--- src/rtl/fir_tap_sequencer.sv ---
// Write/read scheduler for the circular FIR sample buffer and the MAC strobes that go with it.
// Latency: write 1 clk after smpl_vld; TAPS reads from clk 2; seq_done at clk TAPS+3.
// Backpressure: none; a sample arriving while busy is dropped and ovrn latches until rst.
module fir_tap_sequencer #(
  parameter int DEPTH = 1536,
  parameter int AW    = 11,
  parameter int TAPS  = 1020,
  parameter int CW    = 10,
  parameter int DW    = 16
) (
  input  logic          clk,
  input  logic          rst,
  input  logic          smpl_vld,
  input  logic [DW-1:0] smpl_in,
  output logic          buf_we,
  output logic [AW-1:0] buf_waddr,
  output logic [DW-1:0] buf_wdata,
  output logic [AW-1:0] buf_raddr,
  output logic [CW-1:0] coeff_addr,
  output logic          mac_en,
  output logic          mac_clr,
  output logic          seq_busy,
  output logic          seq_done,
  output logic          primed,
  output logic          ovrn
);

  typedef enum logic [2:0] {IDLE, WRITE, READ, FLUSH, DONE} state_t;

  // Wide enough to hold DEPTH and any read index without overflow.
  localparam int XW = ((AW > CW + 1) ? AW : CW + 1) + 1;
  localparam logic [CW:0]   TAPS_K = (CW + 1)'(TAPS);
  localparam logic [CW:0]   ONE_K  = (CW + 1)'(1);
  localparam logic [AW-1:0] LAST   = AW'(DEPTH - 1);

  state_t        state;
  logic [AW-1:0] wptr;
  logic [CW:0]   fill;
  logic [CW:0]   k;
  logic [CW:0]   fill_inc;
  logic [XW-1:0] newest_x;
  logic [XW-1:0] k_x;
  logic [XW-1:0] raddr_x;

  // Sample count after the pending write, saturating once the filter window is full.
  always_comb begin
    fill_inc = (fill == TAPS_K) ? fill : fill + ONE_K;
  end

  // Read address for index k walking backwards from the newest sample, wrapping below 0.
  // buf_waddr holds the newest write address for the whole sequence.
  always_comb begin
    newest_x = XW'(buf_waddr);
    k_x      = XW'(k);
    if (k_x > newest_x) begin
      raddr_x = newest_x + XW'(DEPTH) - k_x;
    end else begin
      raddr_x = newest_x - k_x;
    end
  end

  // Sequencer FSM: owns pointers, fill level and every registered output.
  always_ff @(posedge clk or posedge rst) begin
    if (rst) begin
      state      <= IDLE;
      wptr       <= '0;
      fill       <= '0;
      k          <= '0;
      buf_we     <= 1'b0;
      buf_waddr  <= '0;
      buf_wdata  <= '0;
      buf_raddr  <= '0;
      coeff_addr <= '0;
      mac_en     <= 1'b0;
      mac_clr    <= 1'b0;
      seq_busy   <= 1'b0;
      seq_done   <= 1'b0;
      primed     <= 1'b0;
      ovrn       <= 1'b0;
    end else begin
      buf_we   <= 1'b0;
      mac_en   <= 1'b0;
      mac_clr  <= 1'b0;
      seq_done <= 1'b0;

      // Anything offered outside IDLE is lost; remember that it happened.
      if (smpl_vld && (state != IDLE)) begin
        ovrn <= 1'b1;
      end

      case (state)
        IDLE: begin
          if (smpl_vld) begin
            buf_we    <= 1'b1;
            buf_waddr <= wptr;
            buf_wdata <= smpl_in;
            seq_busy  <= 1'b1;
            state     <= WRITE;
          end
        end

        WRITE: begin
          wptr   <= (wptr == LAST) ? '0 : wptr + 1'b1;
          fill   <= fill_inc;
          primed <= (fill_inc == TAPS_K);
          if (fill_inc == TAPS_K) begin
            buf_raddr  <= buf_waddr;
            coeff_addr <= '0;
            k          <= ONE_K;
            state      <= READ;
          end else begin
            seq_busy <= 1'b0;
            state    <= IDLE;
          end
        end

        READ: begin
          // The buffer answers one clock after each read issue, so the MAC strobe trails by one.
          mac_en  <= 1'b1;
          mac_clr <= (k == ONE_K);
          if (k == TAPS_K) begin
            state <= FLUSH;
          end else begin
            buf_raddr  <= AW'(raddr_x);
            coeff_addr <= CW'(k);
            k          <= k + ONE_K;
          end
        end

        FLUSH: begin
          seq_done <= 1'b1;
          state    <= DONE;
        end

        DONE: begin
          seq_busy <= 1'b0;
          state    <= IDLE;
        end

        default: begin
          seq_busy <= 1'b0;
          state    <= IDLE;
        end
      endcase
    end
  end

endmodule

--- config.mk ---
export PLATFORM = sky130hd
export DESIGN_NAME = fir_tap_sequencer
export DESIGN_NICKNAME = d
export VERILOG_FILES = /design/src/rtl/fir_tap_sequencer.sv
export SDC_FILE = /design/constraint.sdc
export NUM_CORES = 1
export LEC_CHECK = 0
export ABC_AREA = 1
export CAP_MARGIN = 5
export CORE_MARGIN = 5
export CORE_UTILIZATION = 51
export CTS_CLUSTER_DIAMETER = 40
export DETAILED_ROUTE_END_ITERATION = 7
export GPL_TIMING_DRIVEN = 0
export PLACE_DENSITY_LB_ADDON = 0.1
export SYNTH_ARGS = -nofsm -noshare
export SYNTH_HDL_FRONTEND = slang
export SYNTH_SLANG_ARGS = --single-unit
--- constraint.sdc ---
create_clock -name clk -period 2.92 [get_ports clk]
set_clock_uncertainty 0.15 [all_clocks]
set_input_delay 0.584 -clock clk [delete_from_list [all_inputs] [get_ports clk]]
set_output_delay 0.584 -clock clk [all_outputs]
set_load 0.005 [all_outputs]
# Word level (Yosys, flattened, before mapping)
# Cells that the tools add are included.
# classes
magnitude_cmp	1
n_mux	24
n_eq_ne	13
n_addsub	6
bitwise_logic	1
n_reduce_logical	9
# ops
op	count
$mux 11	7
$pmux 11 s2	2
$add 11x1->11 const B	3
$eq 11x10->1 const B	3
$sub 11x11->11	2
$mux 10	2
$pmux 10 s2	1
$pmux 3 s4	1
$add 11x11->11 const B	1
$eq 11x1->1 const B	1
$eq 11x11->1 const B	1
$gt 11x11->1	1
$ne 2x2->1 const B	5
$mux 1	7
$eq 3x2->1 const B	2
$mux 3	2
$reduce_and 3->1	2
$reduce_and 2->1	2
$eq 3x1->1 const B	1
$logic_not 3->1	1
$pmux 1 s3	1
$reduce_bool 3->1	1
$mux 2	1
$reduce_bool 2->1	1
other kinds (3)	3
# word_totals
regBits	91
word_cells	69
output_inout_bits	55
inputBits	19

# Longest topological paths before layout
# depth
ltp_word	5
mapped_depth	18
ltp_nobuf	18

# Least setup slack after synthesis
# Ideal clock, no wire load.
# synth_timing
path_kind	reg2reg
startpoint	reg k[1]
endpoint	reg buf_raddr[7]
arrival_time_ns	2.099
setup_time_ns	0.117
slack_ns	0.554
synth_period_minus_slack_ns	2.366
path_stages_with_launch	16
path_buffers	0
required_ns	2.653
path_cell_list	dfrtp_1 > inv_1 > ha_1 > ha_1 > inv_1 > fa_1 > inv_1 > nand3_1 > nand2_1 > nand3_1 > nand3_1 > nand3_1 > nand3_1 > o21ai_0 > nand2_1 > nand2_1
# synth_via
elab_chain_len	4
elab_cells_between_ends	9
cone_classes	add/sub: 2; order compare: 1; eq/ne: 2; mux: 3; reduce/logical: 1
# synth_lines
item	line	text
start, declared	39	logic [CW:0] k;
start signal, assigned	126	k <= k + ONE_K;
$sub 11x11->11, or another cell as far along	58	raddr_x = newest_x - k_x;
$mux 11	55	if (k_x > newest_x) begin
$mux 11	121	if (k == TAPS_K) begin
$pmux 11 s2	91	case (state)
end signal, assigned	107	buf_raddr <= buf_waddr;
end signal, assigned	124	buf_raddr <= AW'(raddr_x);
end, declared	18	output logic [AW-1:0] buf_raddr,
# Parallel ways exist; a longest one is shown, timed or not. The select of a mux whose other input is x is not followed.
# A chain may end at the register's enable or synchronous reset.

# Final worst setup path
# layout_timing
startpoint	reg k[8]
endpoint	reg buf_raddr[10]
# Same word-level chain as after synthesis.

==> impl_metrics.json <==
{
  "postLayoutCoreUtil_pct": 63.25,
  "synth_edf_count": 0,
  "cts_tree": "done",
  "fin_crit_ps": 2771,
  "wire_per_inst_um": 15.59,
  "die_y_um": 114.9,
  "slew_violations": 0,
  "leakagePower_uw": 0.003425,
  "drv_cap": 0,
  "dpl_cell_area_sq_um": 6560,
  "overflow": 0,
  "fin_cells": 989,
  "ys_types": 35,
  "rsz0062_at_grt": "true",
  "grt_use_total_pct": 24.65,
  "fillers": 951,
  "synth_nets": 810,
  "path_cells": "inv_1 -> ha_1 -> fa_1 -> inv_1 -> a21oi_1 -> a21boi_1 -> nand2_1 -> nand2_1 -> nand3_1 -> nand3_1 -> nand2_1 -> nand2_1 -> nand2_1",
  "cts_buffer_depth": 2,
  "first_global_vias": 5228,
  "wl_mm": 15.42,
  "synthesis.area_sq_um": 5610,
  "hp-class": "register to register",
  "antenna_found_initial": 0,
  "fmax_mhz": 360.8,
  "drtAntennaViolNets": 0,
  "cp_top_family": "adder cells",
  "clock-root-buffer": "clkbuf_8",
  "dp_hpwl_mm": 11.99,
  "via_per_inst": 5.242,
  "dr.pass1.iters": 6,
  "slowest_stage": "fa_1",
  "start_util_pct": 51.98,
  "layout_common_cells": "nand2_1, inv_1, dfrtp_1",
  "cts_buffers": 9,
  "ys.flop_type": "dfrtp_1",
  "critical_path.max_stage_delay_ps": 580,
  "path_class": "register to register",
  "vdd_drop_max_v": 0.0004878,
  "die_w_um": 114.9,
  "critPathRequiredTime_ps": 3040,
  "grt_pass1_wl_mm": 25.75,
  "path_depth": 13,
  "p_per_area_nw_per_um2": 765.3,
  "mostFrequentLayoutCell": "nand2_1",
  "vias": 5184,
  "outcome": "finished clean",
  "htree_levels": 3,
  "period_share_pct": 94.91,
  "port_buffers": 73,
  "ys_ff_latch": 91,
  "p_total_uw": 5225,
  "cp-endpoint": "buf_raddr[10]",
  "crit_arrival_ps": 2890,
  "finalWorstSetupSlack_ps": 148.7,
  "slew-limit-headroom_pct": 55.85,
  "ios": 74,
  "dpl_worst_slack_ps": -123.7,
  "tightest_slew_ps": 659.8,
  "drc": 0,
  "reg2reg_slack_ps": 150,
  "diodes": 0,
  "core_area_sq_um": 10790,
  "cp_num_buf_inv": 2,
  "cp-end-kind": "register",
  "crit_start": "k[8]",
  "setup_violations": 0,
  "grt_max_degree": 36,
  "cts.hold.buffers_added": 0,
  "r2r_end": "buf_raddr[10]",
  "final_nets": 900,
  "clkLatencyLatePin_ps": 380,
  "rows": 38,
  "finalHoldViolCount": 0,
  "first_iter_violations": 399,
  "reg2reg_from": "k[8]",
  "yosys_warnings": 0,
  "drive_gt1_share_pct": 6.007,
  "netlist_instances": 754,
  "cp-start-kind": "register",
  "reg2reg_depth": 13,
  "cts.sinks": 91,
  "critPathMaxFanout": 5,
  "design_area_sq_um": 6827,
  "crit_top_cell": "nand2_1",
  "async_flop_share_pct": 100.0,
  "avgSynthCellArea_sq_um": 7.441,
  "place_congestion": 0.9425,
  "yosysSeqAreaShare_pct": 40.59,
  "placed_cells": 969,
  "area.growth.synth_to_final_pct": 21.68,
  "clk_pin_slew_worst_paths_ps": 100,
  "fp.dieArea_sq_um": 13200
}
[sequential cells by signal (all words and copies together) (netlist names)]
name        count
seq_done        1
coeff_addr     10
ovrn            1
mac_en          1
k              11
buf_waddr      11
fill           11
wptr           11
seq_busy        1
buf_raddr      11
mac_clr         1
state           3
primed          1
buf_wdata      16
buf_we          1
[layer usage]
| metal | GRT usage (%) | routed length, um | up-vias |
|---|---|---|---|
| li1 | - | - | 2561 |
| met1 | 31.23 | 6615 | 2451 |
| met2 | 41.55 | 7502 | 150 |
| met3 | 6.158 | 1000 | 22 |
| met4 | 7.825 | 299 | 0 |
| met5 | 0 | 0 | - |
[power breakdown]
group | internal (uW) | switching, uW | total [uW]
sequential | 1510 | 229 | 1740
clock | 425 | 482 | 906
combinational | 1050 | 1530 | 2580
total | 2990 | 2240 | 5220
[synth_stat cells, types with 4 or more instances]
cell type / n / area [sq um]
a21oi_1: 12 / 60.06
a31oi_1: 5 / 31.28
buf_2: 4 / 20.02
clkbuf_1: 14 / 52.55
dfrtp_1: 91 / 2277
fa_1: 10 / 200.2
ha_1: 27 / 337.8
inv_1: 87 / 326.6
nand2_1: 251 / 942.2
nand3_1: 77 / 385.4
nand4_1: 9 / 56.30
nor2_1: 74 / 277.8
nor3_1: 12 / 60.06
o21ai_0: 37 / 185.2
xnor2_1: 4 / 35.03
xor2_1: 13 / 113.9
[logic make-up after synthesis]
kind of cell | synth area share, %
simple gates | 32.81
buf+inv | 7.783
flops | 40.59
compound gates | 6.579
fa+ha+maj | 9.590
xor+xnor | 2.654
[timing repair]
| action | 4_1_cts | 5_1_grt |
|---|---|---|
| resized for setup | 2 | 13 |
| buffers inserted | 0 | 4 |
| endpoints found under the setup margin | 6 | 9 |
[tightest hold or removal path, stage by stage (launching register included)]
cell and delay (ps):
dfrtp_1 360, nand2_1 50, nand2_1 40
[per-stage QoR]
stage	setup TNS [ps]	hold slack, ps
detailed placement	-434.9	308.4
CTS	0	333.3
global placement	-379.8	303.7
finish	0	328.6
floorplan	0	303.0
global route	-21.64	359.8
[final cells by class]
| class | instances | area [sq um] | area share, % |
|---|---|---|---|
| Buffer | 21 | 106.4 | 1.558 |
| Clock buffer | 10 | 137.6 | 2.016 |
| Clock inverter | 6 | 70.07 | 1.026 |
| Inverter | 88 | 334.1 | 4.894 |
| Multi-Input combinational cell | 554 | 2918 | 42.74 |
| Sequential cell | 91 | 2285 | 33.47 |
| Tap cell | 140 | 175.2 | 2.566 |
| Timing Repair Buffer | 79 | 800.8 | 11.73 |
[worst min-delay path by stage]
stage	from	end	slack, ps	cells after the start
after global placement	buf_wdata[4]	buf_wdata[4]	300	2
after detailed placement	buf_wdata[2]	buf_wdata[2]	310	2
final	buf_wdata[2]	buf_wdata[2]	330	2
after CTS	buf_wdata[2]	buf_wdata[2]	330	2
after global routing	buf_wdata[4]	buf_wdata[4]	360	2
after floorplan	wptr[5]	buf_waddr[5]	300	2
Power figures use the tool's default switching activity.
